$ cat config.mk
export PLATFORM = sky130hd
export DESIGN_NAME = jump_input_ctrl_flat
export DESIGN_NICKNAME = d
export VERILOG_FILES = /design/src/rtl/game_pkg.sv /design/src/rtl/jump_input_ctrl_if.sv /design/src/rtl/key_debouncer.sv /design/src/rtl/jump_input_ctrl.sv /design/src/flat_wrapper.sv
export SDC_FILE = /design/constraint.sdc
export NUM_CORES = 1
export LEC_CHECK = 0
export ABC_CLOCK_PERIOD_IN_PS = 2270
export BUFFER_PORTS_ARGS = -buffer_cell sky130_fd_sc_hd__buf_2
export CORE_ASPECT_RATIO = 2
export CORE_MARGIN = 4
export CORE_UTILIZATION = 30
export CTS_CLUSTER_SIZE = 40
export DETAILED_ROUTE_END_ITERATION = 10
export PLACE_DENSITY_LB_ADDON = 0.15
export SLEW_MARGIN = 40
export SYNTH_ARGS = -nofsm -noshare
export SYNTH_HDL_FRONTEND = slang
export SYNTH_SLANG_ARGS = --single-unit
$ cat constraint.sdc
create_clock -name Clk -period 2.27 [get_ports Clk]
set_clock_uncertainty 0.15 [all_clocks]
set_input_delay 0.454 -clock Clk [delete_from_list [all_inputs] [get_ports Clk]]
set_output_delay 0.454 -clock Clk [all_outputs]
set_load 0.005 [all_outputs]
$ cat src/rtl/game_pkg.sv
// Shared types and keycode constants for the player-input path.
// Keycodes are USB HID usage IDs as exported by the SoC PIO.
package game_pkg;

    typedef enum logic [1:0] {
        KC_NONE    = 2'd0,
        KC_JUMP    = 2'd1,
        KC_PAUSE   = 2'd2,
        KC_RESTART = 2'd3
    } key_class_t;

    typedef enum logic [1:0] {
        ST_IDLE     = 2'd0,
        ST_PENDING  = 2'd1,
        ST_COOLDOWN = 2'd2
    } jump_state_t;

    localparam logic [7:0] KEY_SPACE = 8'h2C;
    localparam logic [7:0] KEY_W     = 8'h1A;
    localparam logic [7:0] KEY_UP    = 8'h52;
    localparam logic [7:0] KEY_P     = 8'h13;
    localparam logic [7:0] KEY_R     = 8'h15;

    function automatic key_class_t classify_key(input logic [7:0] kc);
        key_class_t cls;
        case (kc)
            KEY_SPACE, KEY_W, KEY_UP: cls = KC_JUMP;
            KEY_P:                    cls = KC_PAUSE;
            KEY_R:                    cls = KC_RESTART;
            default:                  cls = KC_NONE;
        endcase
        return cls;
    endfunction

endpackage

$ cat src/rtl/jump_input_ctrl_if.sv
// Signal bundle between the game-side logic and jump_input_ctrl.
// All outputs are registered; request outputs are single-cycle pulses with no back-pressure.
interface jump_input_ctrl_if;
    import game_pkg::*;

    logic [7:0]  keycode;
    logic        on_ground;
    logic        pause;
    logic        gameplay;
    logic        jump_req;
    logic        pause_toggle;
    logic        restart_req;
    key_class_t  key_class;
    logic        jump_pending;
    jump_state_t jump_state;

    modport master (
        output keycode, on_ground, pause, gameplay,
        input  jump_req, pause_toggle, restart_req, key_class, jump_pending, jump_state
    );

    modport slave (
        input  keycode, on_ground, pause, gameplay,
        output jump_req, pause_toggle, restart_req, key_class, jump_pending, jump_state
    );

endinterface

$ cat src/rtl/key_debouncer.sv
// Registers the raw key class and accepts it once it has been seen on DEBOUNCE_FRAMES
// consecutive samples; press_edge_o flags the cycle in which key_class_o changes to a non-NONE class.
module key_debouncer
    import game_pkg::*;
#(
    parameter int unsigned DEBOUNCE_FRAMES = 2
) (
    input  logic       Clk,
    input  logic       Reset,
    input  key_class_t raw_class_i,
    output key_class_t key_class_o,
    output logic       press_edge_o,
    output key_class_t press_class_o
);

    localparam logic [2:0] ACCEPT_CNT = 3'(DEBOUNCE_FRAMES - 1);
    localparam logic [2:0] STABLE_MAX = 3'd7;

    key_class_t raw_q, raw_d;
    key_class_t key_class_q, key_class_d;
    logic [2:0] stable_q, stable_d;
    logic       accept;

    // raw_q is the previous sample; stable_q counts repeats of it beyond the first.
    always_comb begin
        raw_d = raw_class_i;
        if (raw_class_i == raw_q) begin
            stable_d = (stable_q == STABLE_MAX) ? stable_q : stable_q + 3'd1;
        end else begin
            stable_d = 3'd0;
        end
        accept      = (stable_q >= ACCEPT_CNT);
        key_class_d = accept ? raw_q : key_class_q;
    end

    always_ff @(posedge Clk) begin
        if (Reset) begin
            raw_q       <= KC_NONE;
            stable_q    <= 3'd0;
            key_class_q <= KC_NONE;
        end else begin
            raw_q       <= raw_d;
            stable_q    <= stable_d;
            key_class_q <= key_class_d;
        end
    end

    assign key_class_o   = key_class_q;
    assign press_edge_o  = accept && (raw_q != key_class_q) && (raw_q != KC_NONE);
    assign press_class_o = raw_q;

endmodule

$ cat src/rtl/jump_input_ctrl.sv
// Keyboard front end for the player: debounced classification, jump buffering,
// hold-to-repeat on landing with a cooldown, and pause/restart request pulses.
module jump_input_ctrl
    import game_pkg::*;
#(
    parameter int unsigned DEBOUNCE_FRAMES = 2,
    parameter int unsigned BUFFER_FRAMES   = 6,
    parameter int unsigned COOLDOWN_FRAMES = 3
) (
    input logic               Clk,
    input logic               Reset,
    jump_input_ctrl_if.slave  bus
);

    localparam logic [3:0] BUF_LOAD  = 4'(BUFFER_FRAMES);
    localparam logic [3:0] COOL_LOAD = 4'(COOLDOWN_FRAMES);

    key_class_t  raw_class;
    key_class_t  key_class;
    key_class_t  press_class;
    logic        press_edge;
    logic        jump_edge;
    logic        gated;
    logic [3:0]  buf_dec;
    logic [3:0]  cool_buf_next;

    jump_state_t state_q;
    logic [3:0]  buf_q;
    logic [3:0]  cool_q;
    logic        jump_req_q;
    logic        pending_q;
    logic        pause_toggle_q;
    logic        restart_req_q;

    assign raw_class = classify_key(bus.keycode);

    key_debouncer #(
        .DEBOUNCE_FRAMES (DEBOUNCE_FRAMES)
    ) u_debouncer (
        .Clk           (Clk),
        .Reset         (Reset),
        .raw_class_i   (raw_class),
        .key_class_o   (key_class),
        .press_edge_o  (press_edge),
        .press_class_o (press_class)
    );

    assign jump_edge = press_edge && (press_class == KC_JUMP);
    assign gated     = bus.pause || !bus.gameplay;
    assign buf_dec   = (buf_q == 4'd0) ? 4'd0 : buf_q - 4'd1;
    // A press during cooldown is remembered in buf_q, which ages alongside the cooldown.
    assign cool_buf_next = jump_edge ? BUF_LOAD : buf_dec;

    always_ff @(posedge Clk) begin
        if (Reset) begin
            state_q        <= ST_IDLE;
            buf_q          <= 4'd0;
            cool_q         <= 4'd0;
            jump_req_q     <= 1'b0;
            pending_q      <= 1'b0;
            pause_toggle_q <= 1'b0;
            restart_req_q  <= 1'b0;
        end else begin
            pause_toggle_q <= press_edge && (press_class == KC_PAUSE);
            restart_req_q  <= press_edge && (press_class == KC_RESTART);
            jump_req_q     <= 1'b0;
            pending_q      <= 1'b0;
            if (gated) begin
                state_q <= ST_IDLE;
                buf_q   <= 4'd0;
                cool_q  <= 4'd0;
            end else begin
                case (state_q)
                    ST_IDLE: begin
                        if (jump_edge || (key_class == KC_JUMP && bus.on_ground)) begin
                            if (bus.on_ground) begin
                                jump_req_q <= 1'b1;
                                cool_q     <= COOL_LOAD;
                                state_q    <= ST_COOLDOWN;
                            end else begin
                                buf_q     <= BUF_LOAD;
                                pending_q <= 1'b1;
                                state_q   <= ST_PENDING;
                            end
                        end
                    end
                    ST_PENDING: begin
                        if (bus.on_ground) begin
                            jump_req_q <= 1'b1;
                            buf_q      <= 4'd0;
                            cool_q     <= COOL_LOAD;
                            state_q    <= ST_COOLDOWN;
                        end else if (jump_edge) begin
                            buf_q     <= BUF_LOAD;
                            pending_q <= 1'b1;
                        end else if (buf_q <= 4'd1) begin
                            buf_q   <= 4'd0;
                            state_q <= ST_IDLE;
                        end else begin
                            buf_q     <= buf_dec;
                            pending_q <= 1'b1;
                        end
                    end
                    ST_COOLDOWN: begin
                        buf_q <= cool_buf_next;
                        if (cool_q <= 4'd1) begin
                            cool_q <= 4'd0;
                            if (cool_buf_next != 4'd0) begin
                                pending_q <= 1'b1;
                                state_q   <= ST_PENDING;
                            end else begin
                                state_q <= ST_IDLE;
                            end
                        end else begin
                            cool_q <= cool_q - 4'd1;
                        end
                    end
                    default: begin
                        state_q <= ST_IDLE;
                        buf_q   <= 4'd0;
                        cool_q  <= 4'd0;
                    end
                endcase
            end
        end
    end

    assign bus.jump_req     = jump_req_q;
    assign bus.pause_toggle = pause_toggle_q;
    assign bus.restart_req  = restart_req_q;
    assign bus.key_class    = key_class;
    assign bus.jump_pending = pending_q;
    assign bus.jump_state   = state_q;

endmodule

$ cat src/flat_wrapper.sv
// flat-port wrapper written by rule: the top's interface ports become plain ports
module jump_input_ctrl_flat import game_pkg::*;
#(
    parameter int unsigned DEBOUNCE_FRAMES = 2,
    parameter int unsigned BUFFER_FRAMES   = 6,
    parameter int unsigned COOLDOWN_FRAMES = 3
)
  (Clk, Reset, bus_keycode, bus_on_ground, bus_pause, bus_gameplay, bus_jump_req, bus_pause_toggle, bus_restart_req, bus_key_class, bus_jump_pending, bus_jump_state);
  jump_input_ctrl_if bus_i ();
  input logic Clk;
  input logic Reset;
  input wire logic [$bits(bus_i.keycode)-1:0] bus_keycode;
  input wire logic [$bits(bus_i.on_ground)-1:0] bus_on_ground;
  input wire logic [$bits(bus_i.pause)-1:0] bus_pause;
  input wire logic [$bits(bus_i.gameplay)-1:0] bus_gameplay;
  output wire logic [$bits(bus_i.jump_req)-1:0] bus_jump_req;
  output wire logic [$bits(bus_i.pause_toggle)-1:0] bus_pause_toggle;
  output wire logic [$bits(bus_i.restart_req)-1:0] bus_restart_req;
  output wire logic [$bits(bus_i.key_class)-1:0] bus_key_class;
  output wire logic [$bits(bus_i.jump_pending)-1:0] bus_jump_pending;
  output wire logic [$bits(bus_i.jump_state)-1:0] bus_jump_state;
  assign bus_i.keycode = bus_keycode;
  assign bus_i.on_ground = bus_on_ground;
  assign bus_i.pause = bus_pause;
  assign bus_i.gameplay = bus_gameplay;
  assign bus_jump_req = bus_i.jump_req;
  assign bus_pause_toggle = bus_i.pause_toggle;
  assign bus_restart_req = bus_i.restart_req;
  assign bus_key_class = bus_i.key_class;
  assign bus_jump_pending = bus_i.jump_pending;
  assign bus_jump_state = bus_i.jump_state;
  jump_input_ctrl #(.DEBOUNCE_FRAMES(DEBOUNCE_FRAMES), .BUFFER_FRAMES(BUFFER_FRAMES), .COOLDOWN_FRAMES(COOLDOWN_FRAMES)) u_core (.Clk(Clk), .Reset(Reset), .bus(bus_i));
endmodule
After elaboration in Yosys (flattened, before gate mapping)
Cells that the tools add are included.

operators by class
  magnitude comparators = 3
  bitwise gates (word level) = 1
  muxes and demuxes = 32
  reduce and logical (&&, ||, !) cells = 18
  add/sub/neg operators = 3
  equal/unequal tests = 19

operators by type and width
  cell                 number
  $mux 4               10
  $eq 8x5->1 const B   3
  $pmux 4 s3           2
  $mux 2               6
  $pmux 2 s3           2
  $mux 1               10
  $eq 8x6->1 const B   1
  $eq 8x7->1 const B   1
  $le 4x1->1 const B   2
  $sub 4x1->4 const B  2
  $eq 2x1->1 const B   3
  $eq 2x2->1 const B   3
  $logic_and 1x1->1    6
  $logic_not 4->1      1
  $ne 2x1->1 const B   2
  $reduce_and 4->1     1
  $reduce_bool 4->1    1
  $reduce_or 2->1      2
  $add 3x1->3 const B  1
  $eq 3x3->1 const B   1
  $ge 3x1->1 const B   1
  $ne 3x2->1 const B   1
  $ne 3x3->1 const B   1
  $pmux 1 s3           1
  11 further kinds     12

storage, ports and cells
  bits of input ports = 13
  bits in registers = 21
  logic and storage cells = 86
  output and inout bits = 8

Logic depth before layout (Yosys ltp)
  depth in word-level cells = 9
  mapped depth = 8
  gate-level depth less buffers = 7

By module
Synthesis repeated with hierarchy kept, for this count alone.

second synthesis, totals
  cells, all modules = 135
  area, all modules = 1141.1 um2

by module, submodules not included
  module           area an instance (um2)  cells an instance  instances  sequential area each (um2)
  jump_input_ctrl  804.5                   100                1          280.3
  key_debouncer    336.6                   35                 1          140.1

Worst setup path after synthesis
Ideal clock, no wire load.

  kind = reg2reg
  start = register u_core.u_debouncer.stable_q[0]
  end = register u_core.buf_q[0]
  path slack = 265 ps
  buffers on the path = 1
  cell stages (with the launch flop) = 8
  library setup time = 121 ps
  data required time = 1999 ps
  data arrival time = 1734 ps
  cell sequence = dfxtp_1 > ha_1 > nor4_4 > or4b_1 > buf_6 > o21a_1 > a22oi_1 > nor2_1

on the way
  cells in the longest elaborated chain, start to end = 7

RTL lines
  what                                            RTL line                                      text
  from (decl)                                     key_debouncer.sv:21                           logic [2:0] stable_q, stable_d;
  from (signal assigned)                          key_debouncer.sv:43                           stable_q <= stable_d;
  $ge 3x1->1 *                                    key_debouncer.sv:32                           accept = (stable_q >= ACCEPT_CNT);
  $logic_and 1x1->1 * (2 in a row)                key_debouncer.sv:49                           assign press_edge_o = accept && (raw_q != key_class_q) && (raw_q != KC_NONE);
  $logic_and 1x1->1 *                             jump_input_ctrl.sv:48                         assign jump_edge = press_edge && (press_class == KC_JUMP);
  $mux 4 or $logic_or 1x1->1 (tied branches)      jump_input_ctrl.sv:93, jump_input_ctrl.sv:75
  $mux 4 or $ne 2x1->1 (tied branches)            -
  $pmux 4 s3 or $reduce_and 2->1 (tied branches)  -
  to (signal assigned)                            jump_input_ctrl.sv:100                        buf_q <= buf_dec;
  to (signal assigned)                            jump_input_ctrl.sv:105                        buf_q <= cool_buf_next;
  to (decl)                                       jump_input_ctrl.sv:28                         logic [3:0] buf_q;

Every way passes the cells marked *; elsewhere a longest branch is shown, timed or not.
A chain may end at the register's enable or synchronous reset.

Final worst setup path
  start = register u_core.u_debouncer.stable_q[1]
  end = register u_core.pending_q, in the netlist u_core.bus.jump_pending

on the way
  cells in the longest elaborated chain, start to end = 9

RTL lines
  what                              RTL line                text
  $ge 3x1->1 *                      key_debouncer.sv:32
  $logic_and 1x1->1 * (2 in a row)  key_debouncer.sv:49
  $logic_and 1x1->1 *               jump_input_ctrl.sv:48
  $mux 4                            jump_input_ctrl.sv:52   assign cool_buf_next = jump_edge ? BUF_LOAD : buf_dec;
  $reduce_bool 4->1                 jump_input_ctrl.sv:108  if (cool_buf_next != 4'd0) begin
  $mux 1                            jump_input_ctrl.sv:108
  $mux 1                            jump_input_ctrl.sv:106  if (cool_q <= 4'd1) begin
  $pmux 1 s3 *                      jump_input_ctrl.sv:73   case (state_q)
  to (signal assigned)              jump_input_ctrl.sv:82   pending_q <= 1'b1;
  to (signal assigned)              jump_input_ctrl.sv:101  pending_q <= 1'b1;
  to (signal assigned)              jump_input_ctrl.sv:109  pending_q <= 1'b1;
  to (decl)                         jump_input_ctrl.sv:31   logic pending_q;

Marks and branches as above.

==> metrics.cfg <==
[outcome]
status=finished, final reports clean

[layout]
fin_area_um2=1400
layout_common_cells=dfxtp_1, buf_2, nor2_1, nand2_1
drive_gt1_share_pct=20.9
layout_commonest_cell=dfxtp_1
antenna_cells=0
utilization_pct=36.0
syn_to_final_growth_pct=15.4
finalNetCount=177

[drt]
vias=1059
first_pass_iters=4
drc_errors=0
wirelength_um=2710
wire_per_inst_um=13.0
ant_nets=0
via_per_inst=5.07
initialDrtViolationCount=10

[hold_path]
hold_path_class=flip-flop to flip-flop
holdPathEnd=u_core.buf_q[3]
worstHoldStart=u_core.buf_q[3]
hold-path-cell-count=2

[pwr]
cellLeakagePower_nw=0.559
power_density_nw_per_um2=509
ir_drop_v=0.000393

[flow_run]
cap_violations=0

[floorplanning]
die_w_um=53.0
die-area_um2=5180
core-area_um2=3880
die_y_um=97.9
fp-row-count=32
ios=21
start_util_pct=31.2

[synthesis]
avgSynthCellArea_um2=8.79
yosys.area.top_type=dfxtp_1
async_flop_share_pct=0
ys_warn_count=0
synth-seq-cells=21
synth_edf_count=0
synthDominantCellAreaShare_pct=34.7
ys_types=45
syn_inst=138
synth_flop_cell=dfxtp_1
synthesis.area_um2=1210
synth_fp_nets=156
synthTopCellsByArea=dfxtp_1, ha_1, nor2_1
synth-seq-area-share_pct=34.7

[setup_path]
reg2reg_from=u_core.u_debouncer.stable_q[1]
worstRegToRegCells=7
cpMaxStageDelayCell=dfxtp_1
cp-start-kind=flip-flop
slowest_delay_ns=0.42
worst-r2r-setup-slack_ns=0.29
r2r-end=u_core.bus.jump_pending
critical_path_class=flip-flop to flip-flop
worstPathArrival_ns=1.97
cp-startpoint=u_core.u_debouncer.stable_q[1]
end_kind=flip-flop
path_delay_family=simple AND/OR/NAND/NOR gates
cp_max_fo=8
path_buf_inv=1
cp_data_required_time_ns=2.26
crit_chain=inv_1 -> ha_1 -> nor4_4 -> or4b_4 -> nand3_1 -> a22oi_1 -> nor3_1

[global_route]
grt_use_total_pct=11.4
grt_use_met1_pct=11.6
grt_pass1_vias=1053
grt_use_met2_pct=21.9
grt_pass1_wl_um=4600
antenna_found_initial=0
grt_overflow=0
grt_start_max_net_pins=12
use_met3_pct=1.37
top_usage_layer=met2

[place]
post-place-ws_ns=0.144
portBuffers=20
dp_hpwl_um=2270
gp_congestion=0.744
place_area_um2=1350

[timing]
finalCritPeriodShare_pct=87.2
maxSlewViolCount=0
tns_ns=0
period_needed_ns=1.98
timing.fmax_mhz=505
fin_ws_ns=0.290
finalHoldViolCount=0
setup-violations-final=0
slew_headroom_pct=66.2
tightest_slew_ns=0.505
grt_setup_unrepaired=no

[clocking]
post-cts-setup-buffer-count=0
tritoncts=done
worstSkewPairLatency_ns=0.25
cts.root.buffer_cell=clkbuf_8
cts_buffers=3
clk_path_buf_depth=2
cts_max_level=1
clock_sinks=21
clkTransAtPathRegs_ns=0.07

## power by group
group | switching (mW) | total, mW | internal, mW
Sequential | 0.00801 | 0.383 | 0.375
Combinational | 0.0482 | 0.0904 | 0.0423
Clock | 0.114 | 0.239 | 0.125
Total | 0.170 | 0.712 | 0.542
## cell type report
class / count / area [um^2]
Fill cell: 433 / 2480
Multi-Input combinational cell: 107 / 743
Sequential cell: 21 / 420
Timing Repair Buffer: 21 / 108
Tap cell: 51 / 63.8
Clock buffer: 4 / 45.0
Inverter: 5 / 18.8
## how the worst max path moves through the flow
stage                         endpoint  slack [ns]  depth (start not counted)
6_report       u_core.bus.jump_pending        0.29                          7
5_1_grt        u_core.bus.jump_pending        0.11                          7
4_1_cts                u_core.buf_q[0]        0.13                          7
3_5_place_dp           u_core.buf_q[0]        0.14                          7
3_3_place_gp           u_core.buf_q[0]        0.20                          7
2_1_floorplan          u_core.buf_q[0]        0.27                          7
## metrics by stage
| step | std cells | total power, mW | hold slack, ns |
|---|---|---|---|
| final | 209 | 0.712 | 0.316 |
| after global routing | 209 | 0.752 | 0.347 |
| after CTS | 209 | 0.725 | 0.315 |
| after detailed placement | 205 | 0.483 | 0.304 |
| after global placement | 205 | 0.479 | 0.292 |
| after floorplan | 138 | 0.452 | 0.280 |
## metal layers
layer  routed length (um)  share of wire, %
met5                    0                 0
met3                   44               1.6
met2                 1640                60
met4                   54               2.0
met1                  973                36
## synthesized netlist by cell type, types with 2 or more instances
master and instances:
dfxtp_1 21, nor2_1 15, nand2_1 14, a21oi_1 8, nor3_1 8, ha_1 5, inv_1 5, o21ai_0 5
mux2i_1 4, nand2b_1 3, nor4_1 3, nor4b_1 3, xnor2_1 3, a221oi_2 2, a22oi_1 2, and2_1 2
buf_4 2, clkbuf_1 2, nor2b_1 2, o22ai_1 2, or3_1 2, xor2_1 2
## cell families after synthesis
logic type,share of synthesized area [%]
xor+xnor,3.61
buf+inv,4.33
compound gates,18.4
simple gates,30.5
mux,3.30
flops,34.7
fa+ha+maj,5.16
## tightest hold or removal path: cells and delay by family (launching register included)
kind	cells	cell delay, ns
AND/OR/NAND/NOR	1	0.06
flip-flops	1	0.33
AO/OA/AOI/OAI	1	0.03
## state kept, by name, summed over array words and instances, names as in the netlist
register and cells:
u_core.u_debouncer.press_class_o 2, u_core.buf_q 4, u_core.u_debouncer.stable_q 3, u_core.bus.jump_state 2
u_core.cool_q 4, u_core.bus.restart_req 1, u_core.bus.jump_pending 1, u_core.bus.pause_toggle 1
u_core.bus.jump_req 1, u_core.u_debouncer.key_class_o 2
## what timing repair did
action	in CTS	in global routing
resized for setup	0	1
hold buffers	0	0
setup endpoints to repair	0	2
Power figures use the tool's default switching activity.
